**src/rtl/detection_collector.sv**
```systemverilog
// detection_collector: follows the window position (x, y, scale) of every classified window
// using the row/scale end markers, and queues positive detections plus the frame's final
// window as coordinate records on a valid/ready stream.
// Optional build macro DETECTION_COLLECTOR_STATS_EN adds the per-frame hit count frame_hits.
module detection_collector #(
   parameter int IMG_WIDTH      = 45,
   parameter int IMG_HEIGHT     = 45,
   parameter int FEATURE_WIDTH  = 25,
   parameter int FEATURE_HEIGHT = 25,
   parameter int SCALE_NUM      = 2,
   parameter int FIFO_DEPTH     = 8,
   localparam int W_X = $clog2(IMG_WIDTH - FEATURE_WIDTH + 1),
   localparam int W_Y = $clog2(IMG_HEIGHT - FEATURE_HEIGHT + 1),
   localparam int W_S = (SCALE_NUM > 1) ? $clog2(SCALE_NUM) : 1
`ifdef DETECTION_COLLECTOR_STATS_EN
   ,
   localparam int W_FH = $clog2(SCALE_NUM * (IMG_WIDTH - FEATURE_WIDTH + 1)
                                * (IMG_HEIGHT - FEATURE_HEIGHT + 1) + 1)
`endif
) (
   input  logic           clk,
   input  logic           rst,
   input  logic           result_valid,
   output logic           result_ready,
   input  logic           result_data,
   input  logic [1:0]     result_eot,
   output logic           det_valid,
   input  logic           det_ready,
   output logic [W_X-1:0] det_x,
   output logic [W_Y-1:0] det_y,
   output logic [W_S-1:0] det_scale,
   output logic           det_hit,
   output logic           det_last,
   output logic           err_geom
`ifdef DETECTION_COLLECTOR_STATS_EN
   ,
   output logic [W_FH-1:0] frame_hits
`endif
);

   localparam int AW    = (FIFO_DEPTH > 1) ? $clog2(FIFO_DEPTH) : 1;
   localparam int CW    = AW + 1;
   localparam int REC_W = W_X + W_Y + W_S + 2;

   localparam logic [W_X-1:0] X_MAX    = W_X'(IMG_WIDTH - FEATURE_WIDTH);
   localparam logic [W_Y-1:0] Y_MAX    = W_Y'(IMG_HEIGHT - FEATURE_HEIGHT);
   localparam logic [W_S-1:0] S_LAST   = W_S'(SCALE_NUM - 1);
   localparam logic [CW-1:0]  FULL_CNT = CW'(FIFO_DEPTH);

   logic [W_X-1:0] x_q, x_d;
   logic [W_Y-1:0] y_q, y_d;
   logic [W_S-1:0] scale_q, scale_d;
   logic           err_d;
   logic           accept, frame_end, push, pop;

   logic [REC_W-1:0] mem_q [FIFO_DEPTH];
   logic [AW-1:0]    wr_ptr_q, rd_ptr_q;
   logic [CW-1:0]    count_q, count_d;

   assign result_ready = (count_q != FULL_CNT);
   assign {det_x, det_y, det_scale, det_hit, det_last} = mem_q[rd_ptr_q];

   // Handshakes, record push decision and next window position
   always_comb begin
      accept    = result_valid && result_ready;
      frame_end = result_eot[1] && (scale_q == S_LAST);
      push      = accept && (result_data || frame_end);
      pop       = det_valid && det_ready;
      x_d       = x_q;
      y_d       = y_q;
      scale_d   = scale_q;
      err_d     = err_geom;
      if (accept) begin
         if (result_eot[1]) begin
            // A scale end without a row end is still honoured as a scale end
            x_d     = '0;
            y_d     = '0;
            scale_d = frame_end ? '0 : scale_q + 1'b1;
            if (!result_eot[0]) err_d = 1'b1;
         end else if (result_eot[0]) begin
            x_d = '0;
            if (y_q == Y_MAX) err_d = 1'b1;
            else              y_d = y_q + 1'b1;
         end else begin
            if (x_q == X_MAX) err_d = 1'b1;
            else              x_d = x_q + 1'b1;
         end
      end
      unique case ({push, pop})
         2'b10:   count_d = count_q + 1'b1;
         2'b01:   count_d = count_q - 1'b1;
         default: count_d = count_q;
      endcase
   end

   // Window position counters and sticky geometry error
   always_ff @(posedge clk) begin
      if (rst) begin
         x_q      <= '0;
         y_q      <= '0;
         scale_q  <= '0;
         err_geom <= 1'b0;
      end else begin
         x_q      <= x_d;
         y_q      <= y_d;
         scale_q  <= scale_d;
         err_geom <= err_d;
      end
   end

   // Record FIFO; the head entry drives det_* directly from storage
   always_ff @(posedge clk) begin
      if (rst) begin
         wr_ptr_q  <= '0;
         rd_ptr_q  <= '0;
         count_q   <= '0;
         det_valid <= 1'b0;
         for (int i = 0; i < FIFO_DEPTH; i++) mem_q[i] <= '0;
      end else begin
         if (push) begin
            mem_q[wr_ptr_q] <= {x_q, y_q, scale_q, result_data, frame_end};
            wr_ptr_q        <= wr_ptr_q + 1'b1;
         end
         if (pop) rd_ptr_q <= rd_ptr_q + 1'b1;
         count_q   <= count_d;
         det_valid <= (count_d != '0);
      end
   end

`ifdef DETECTION_COLLECTOR_STATS_EN
   logic [W_FH-1:0] hit_cnt_q, hit_inc;

   assign hit_inc = (hit_cnt_q == '1) ? hit_cnt_q : hit_cnt_q + 1'b1;

   // Per-frame positive count, published on the frame's final accept
   always_ff @(posedge clk) begin
      if (rst) begin
         hit_cnt_q  <= '0;
         frame_hits <= '0;
      end else if (accept) begin
         if (frame_end) begin
            frame_hits <= result_data ? hit_inc : hit_cnt_q;
            hit_cnt_q  <= '0;
         end else if (result_data) begin
            hit_cnt_q <= hit_inc;
         end
      end
   end
`endif

endmodule

```
**config.mk**
```make
export PLATFORM = sky130hd
export DESIGN_NAME = detection_collector
export DESIGN_NICKNAME = d
export VERILOG_FILES = /design/src/rtl/detection_collector.sv
export SDC_FILE = /design/constraint.sdc
export NUM_CORES = 1
export LEC_CHECK = 0
export BUFFER_PORTS_ARGS = -buffer_cell sky130_fd_sc_hd__buf_2
export CAP_MARGIN = 20
export CORE_UTILIZATION = 35
export CTS_BUF_LIST = sky130_fd_sc_hd__clkbuf_2
export DETAILED_ROUTE_END_ITERATION = 7
export GPL_TIMING_DRIVEN = 1
export PLACE_DENSITY = 0.5
export SLEW_MARGIN = 20
export SYNTH_ARGS = -nofsm -noshare
export SYNTH_HDL_FRONTEND = slang
export SYNTH_SLANG_ARGS = --single-unit
```
**constraint.sdc**
```tcl
create_clock -name clk -period 5.5 [get_ports clk]
set_input_delay 1.375 -clock clk [delete_from_list [all_inputs] [get_ports clk]]
set_output_delay 1.375 -clock clk [all_outputs]
set_load 0.01 [all_outputs]
```
=== Word level (Yosys, flattened, before mapping) ===
Memory sizes are Yosys's and may differ from the RTL's. A register that Yosys moved wholly into a read port is not among the register bits.
Index checks and enable logic that the tools add are counted.

* Flip-flop bits (word level): 23
* RAM bits: 104
* Output and inout bits: 16
* Memories: 1

{| class="wikitable"
|+ Memories
! name !! depth !! width !! read ports !! clocked after Yosys merged registers in !! wr ports !! line !! text
|-
| mem_q || 8 || 13 || 1 || 1 || 8 || 56 || <nowiki>logic [REC_W-1:0] mem_q [FIFO_DEPTH];</nowiki>
|}

* Reduce and logical (&&, ||, !) cells: 13
* Equal/unequal tests: 9
* Multiplexer cells: 23
* Add/subtract/negate cells: 7

{| class="wikitable"
|+ Operator list
! kind !! count
|-
| $mux W5 || 6
|-
| $mux W13 || 1
|-
| $reduce_or A13 Y1 || 1
|-
| $mux W1 || 12
|-
| $add A5 B1 Y5 const B || 2
|-
| $eq A5 B5 Y1 const B || 2
|-
| $mux W3 || 3
|-
| $pmux W4 S2 || 1
|-
| $add A3 B1 Y3 const B || 2
|-
| $add A4 B1 Y4 const B || 1
|-
| $logic_and A1 B1 Y1 || 4
|-
| $ne A2 B2 Y1 const B || 2
|-
| $ne A4 B4 Y1 const B || 1
|-
| $reduce_and A2 Y1 || 2
|-
| $reduce_and A4 Y1 || 1
|-
| $reduce_bool A4 Y1 || 1
|-
| $sub A4 B1 Y4 const B || 1
|-
| $ne A3 B3 Y1 const B || 1
|-
| $reduce_and A3 Y1 || 1
|-
| $reduce_bool A3 Y1 || 1
|-
| $eq A2 B1 Y1 const B || 1
|-
| $eq A2 B2 Y1 const B || 1
|-
| $ne A2 B1 Y1 const B || 1
|-
| $reduce_bool A2 Y1 || 1
|-
| other kinds (2) || 2
|}

=== Logic depth before layout (Yosys ltp) ===
* Depth in word-level cells: 8
* Gate-level depth with buffers: 13
* Mapped depth without buffers: 11

=== Worst setup path before layout ===
No wires, ideal clock.

* Path type: input port to flip-flop
* Start: input port result_eot[1]
* End: register det_valid
* Setup slack: 1.997 ns
* Stages on the path: 12
* Library setup time: 0.134 ns
* Buffers on the path: 1
* Arrival time: 3.369 ns
* Required time: 5.366 ns
* Path through: a21o_1 > and3_1 > buf_6 > clkinv_4 > ha_1 > xor2_1 > ha_1 > a21oi_1 > xor2_1 > or3_1 > a21oi_1 > or4_1

* Cells in the longest elaborated chain, start to end: 6
* Elaborated cells between the ends (all ways): 7

{| class="wikitable"
|+ RTL lines
! element !! line !! text
|-
| from (decl) || 26 || <nowiki>input logic [1:0] result_eot,</nowiki>
|-
| $logic_and A1 B1 Y1 * || 66 || <nowiki>frame_end = result_eot[1] && (scale_q == S_LAST);</nowiki>
|-
| $logic_or A1 B1 Y1 * || 67 || <nowiki>push = accept && (result_data || frame_end);</nowiki>
|-
| $logic_and A1 B1 Y1 * || 67 ||
|-
| $eq A2 B1 Y1 / $eq A2 B2 Y1 (equally long branches) || 89 || <nowiki>unique case ({push, pop})</nowiki>
|-
| $pmux W4 S2 * || 89 ||
|-
| $reduce_bool A4 Y1 * || 126 || <nowiki>det_valid <= (count_d != '0);</nowiki>
|-
| to (signal assigned) || 126 ||
|-
| to (decl) || 27 || <nowiki>output logic det_valid,</nowiki>
|}

Every way passes the cells marked *; elsewhere a longest branch is shown, timed or not.
A chain may end at the register's enable or synchronous reset.

==> run_results.csv <==
group,metric,value,unit
timing,finalCritPeriodShare,0.696,
clocking,cts_buffers,17,
synth,synth_edf_count,104,
synth,syn_area,6000,sq um
pwr,p_leak,2.40,nW
placed_design,dp_cells,651,
setup_path,cp.required,4120,ps
setup_path,reg2reg_depth,11,
grt,busiest_layer,"met2",
synth,syn-num-nets,446,
synth,synth_most_common_cell,"edfxtp_1",
synth,synth_area_per_cell,14.0,sq um
timing,fin_tns_setup,0,ps
grt,antenna_found_initial,0,
timing,hold_violations,0,
grt,grtUsageTotal,0.164,
timing,setup_viol,0,
timing,clock_skew,24.7,ps
clocking,cts-hold-fix-buffers,0,
clocking,htree_num_levels,4,
routing,ant_nets,0,
grt,grt_max_degree,32,
setup_path,reg2reg_slack,2290,ps
timing,hold_slack,512,ps
floorplanning,start_util,0.360,
setup_path,setup.worst_path.end,"det_x[2]",
timing,fmax,261,MHz
placed_design,gp_congestion,0.736,
clocking,clock_latency,660,ps
timing,rsz0062_at_grt,"false",
setup_path,r2r_start,"scale_q",
synth,postSynth.asyncResetShare,0,
synth,yosysUniqueCellTypes,49,
final_layout,finalNonFillerCells,682,
pwr,ir_drop,0.149,mV
grt,met2_usage,0.278,
routing,wl_per_cell,19.6,microns
grt,grtUsageMet1,0.205,
clocking,clock_sinks,130,
floorplanning,core,16600,sq um
synth,synth_ff_type,"edfxtp_1",
clocking,cts_tree,"built",
final_layout,fin_nets,466,
floorplanning,die_width,133,microns
grt,grtUsageMet3,0.0414,
floorplanning,row_count,47,
final_layout,area_delta_synth_final,8.18,%
final_layout,layout-drive-gt1-share,0.258,
floorplanning,io_pins,23,
run,maxCapViolations,0,
synth,synthTopCellsByCount,"edfxtp_1, and2_1, nor2_1, dfxtp_1, mux4_2",
routing,drt_pass1_iterations,4,
setup_path,worstSetupEndpointType,"output port",
setup_path,worstSetupStartpointType,"flop",
setup_path,crit_type,"reg2out",
grt,grt_overflow,0,
grt,grt_pass1_wl,20900,microns
synth,synth_top_area_frac,0.521,
synth,synth.top_cells.by_area,"edfxtp_1, mux4_2, dfxtp_1",
clocking,clockBufferDepth,2,
clocking,cts.clk_slew.worst_paths,160,ps
worst_hold_path,hold_class,"reg2reg",
clocking,post_cts_buffers,0,
floorplanning,dieArea,17700,sq um
floorplanning,die_h,133,microns
synth,ys_seq_elements,130,
synth,yosysSeqAreaShare,0.607,
setup_path,rr_endpoint,"det_valid",
synth,ys_warn_count,0,
placed_design,hpwl,8450,microns
routing,drc,0,
setup_path,worst_ep_arrival_time,2450,ps
final_layout,antenna_cells,0,
final_layout,fin_util,0.390,
placed_design,port_buffers,22,
routing,drtIter0Drc,246,
timing,finalCriticalPeriod,3830,ps
setup_path,cp_max_fo,20,
routing,vias_per_cell,4.96,
synth,synth_top_cell_by_area,"edfxtp_1",
grt,grt_pass1_vias,3563,
outcome,status,"complete, no violations",
timing,drv_slew,0,
synth,syn_inst,430,
pwr,p_per_area,296,nW/um^2
timing,slew_headroom,0.476,
routing,num_vias,3381,
timing,worst_pin_slew,786,ps
clocking,cts-root-buf,"clkbuf_2",
clocking,cts.repair.resized,0,
routing,routed_wl,13400,microns
[layer usage]
layer | wire length (microns) | vias up
li1 | - | 1600
met1 | 6030 | 1706
met2 | 6600 | 63
met3 | 555 | 12
met4 | 172 | 0
met5 | 0 | -
[layout make-up]
| type | instances | area [sq um] |
|---|---|---|
| fill | 1599 | 10200 |
| sequential | 130 | 3650 |
| multi-input combinational | 265 | 2200 |
| tap | 220 | 275 |
| timing repair buffer | 30 | 170 |
| clock buffer | 20 | 100 |
| clock inverter | 11 | 71.3 |
| inverter | 6 | 27.5 |
[state kept, by name (all words and copies together) (netlist names), named ones only]
signal / cells
mem_q: 104
x_q: 5
y_q: 5
count_q: 4
rd_ptr_q: 3
wr_ptr_q: 3
det_valid: 1
err_geom: 1
scale_q: 1
[layout by cell type (no fill, tap or decap), types with 2 or more instances in the layout]
cell        n
xor2_1     10
clkinv_2    3
xnor2_1     5
and3_1      9
or2_2       7
nor2_1     28
a21oi_1     7
nand4b_1    3
mux2_2     13
mux4_2     26
and2_4     10
nand3_1     4
clkinv_1    7
nand2_1    14
ha_1        9
dfxtp_1    24
clkbuf_2   20
o21ai_0     5
nor4_1      4
nand4_1     2
and2_1     79
buf_4       8
edfxtp_1  104
inv_1       5
buf_2      22
nor3_1      8
[cell families after synthesis]
family                     count (synthesis)  synth area share
muxes                                     40             0.124
buffers and inverters                     35            0.0265
xor gates and xnor gates                  15            0.0219
adders and majority gates                  9            0.0188
and+or+nand+nor                          183             0.184
AOI/OAI and AO/OA                         18            0.0181
DFF                                      130             0.607
[critical path, stage by stage (launching register included)]
cell     delay [ps]
dfxtp_2         750
buf_4           290
mux4_2          330
mux2_2          280
buf_2           140
[report_power, final]
part | internal [W] | total [W] | switching [W]
combinational | 0.000142 | 0.000267 | 0.000125
clock | 0.000153 | 0.000478 | 0.000325
sequential | 0.00111 | 0.00118 | 0.0000681
[stage by stage]
stage	area, sq um	total power (W)	setup slack (ps)
global placement	6310	0.00147	1480
floorplan	6000	0.00138	2000
global route	6490	0.00202	1460
CTS	6490	0.00195	1210
finish	6490	0.00192	1670
detailed placement	6320	0.00147	1400
[worst min-delay path by stage]
stage,depth (start not counted),endpoint,from,slack (ps)
finish,2,flop,rd_ptr_q[1],510
global route,2,flop,rd_ptr_q[1],550
CTS,2,flop,rd_ptr_q[1],510
detailed placement,2,err_geom,err_geom,470
global placement,2,err_geom,err_geom,460
floorplan,2,flop,rd_ptr_q[1],450
(Power assumes the default switching activity.)
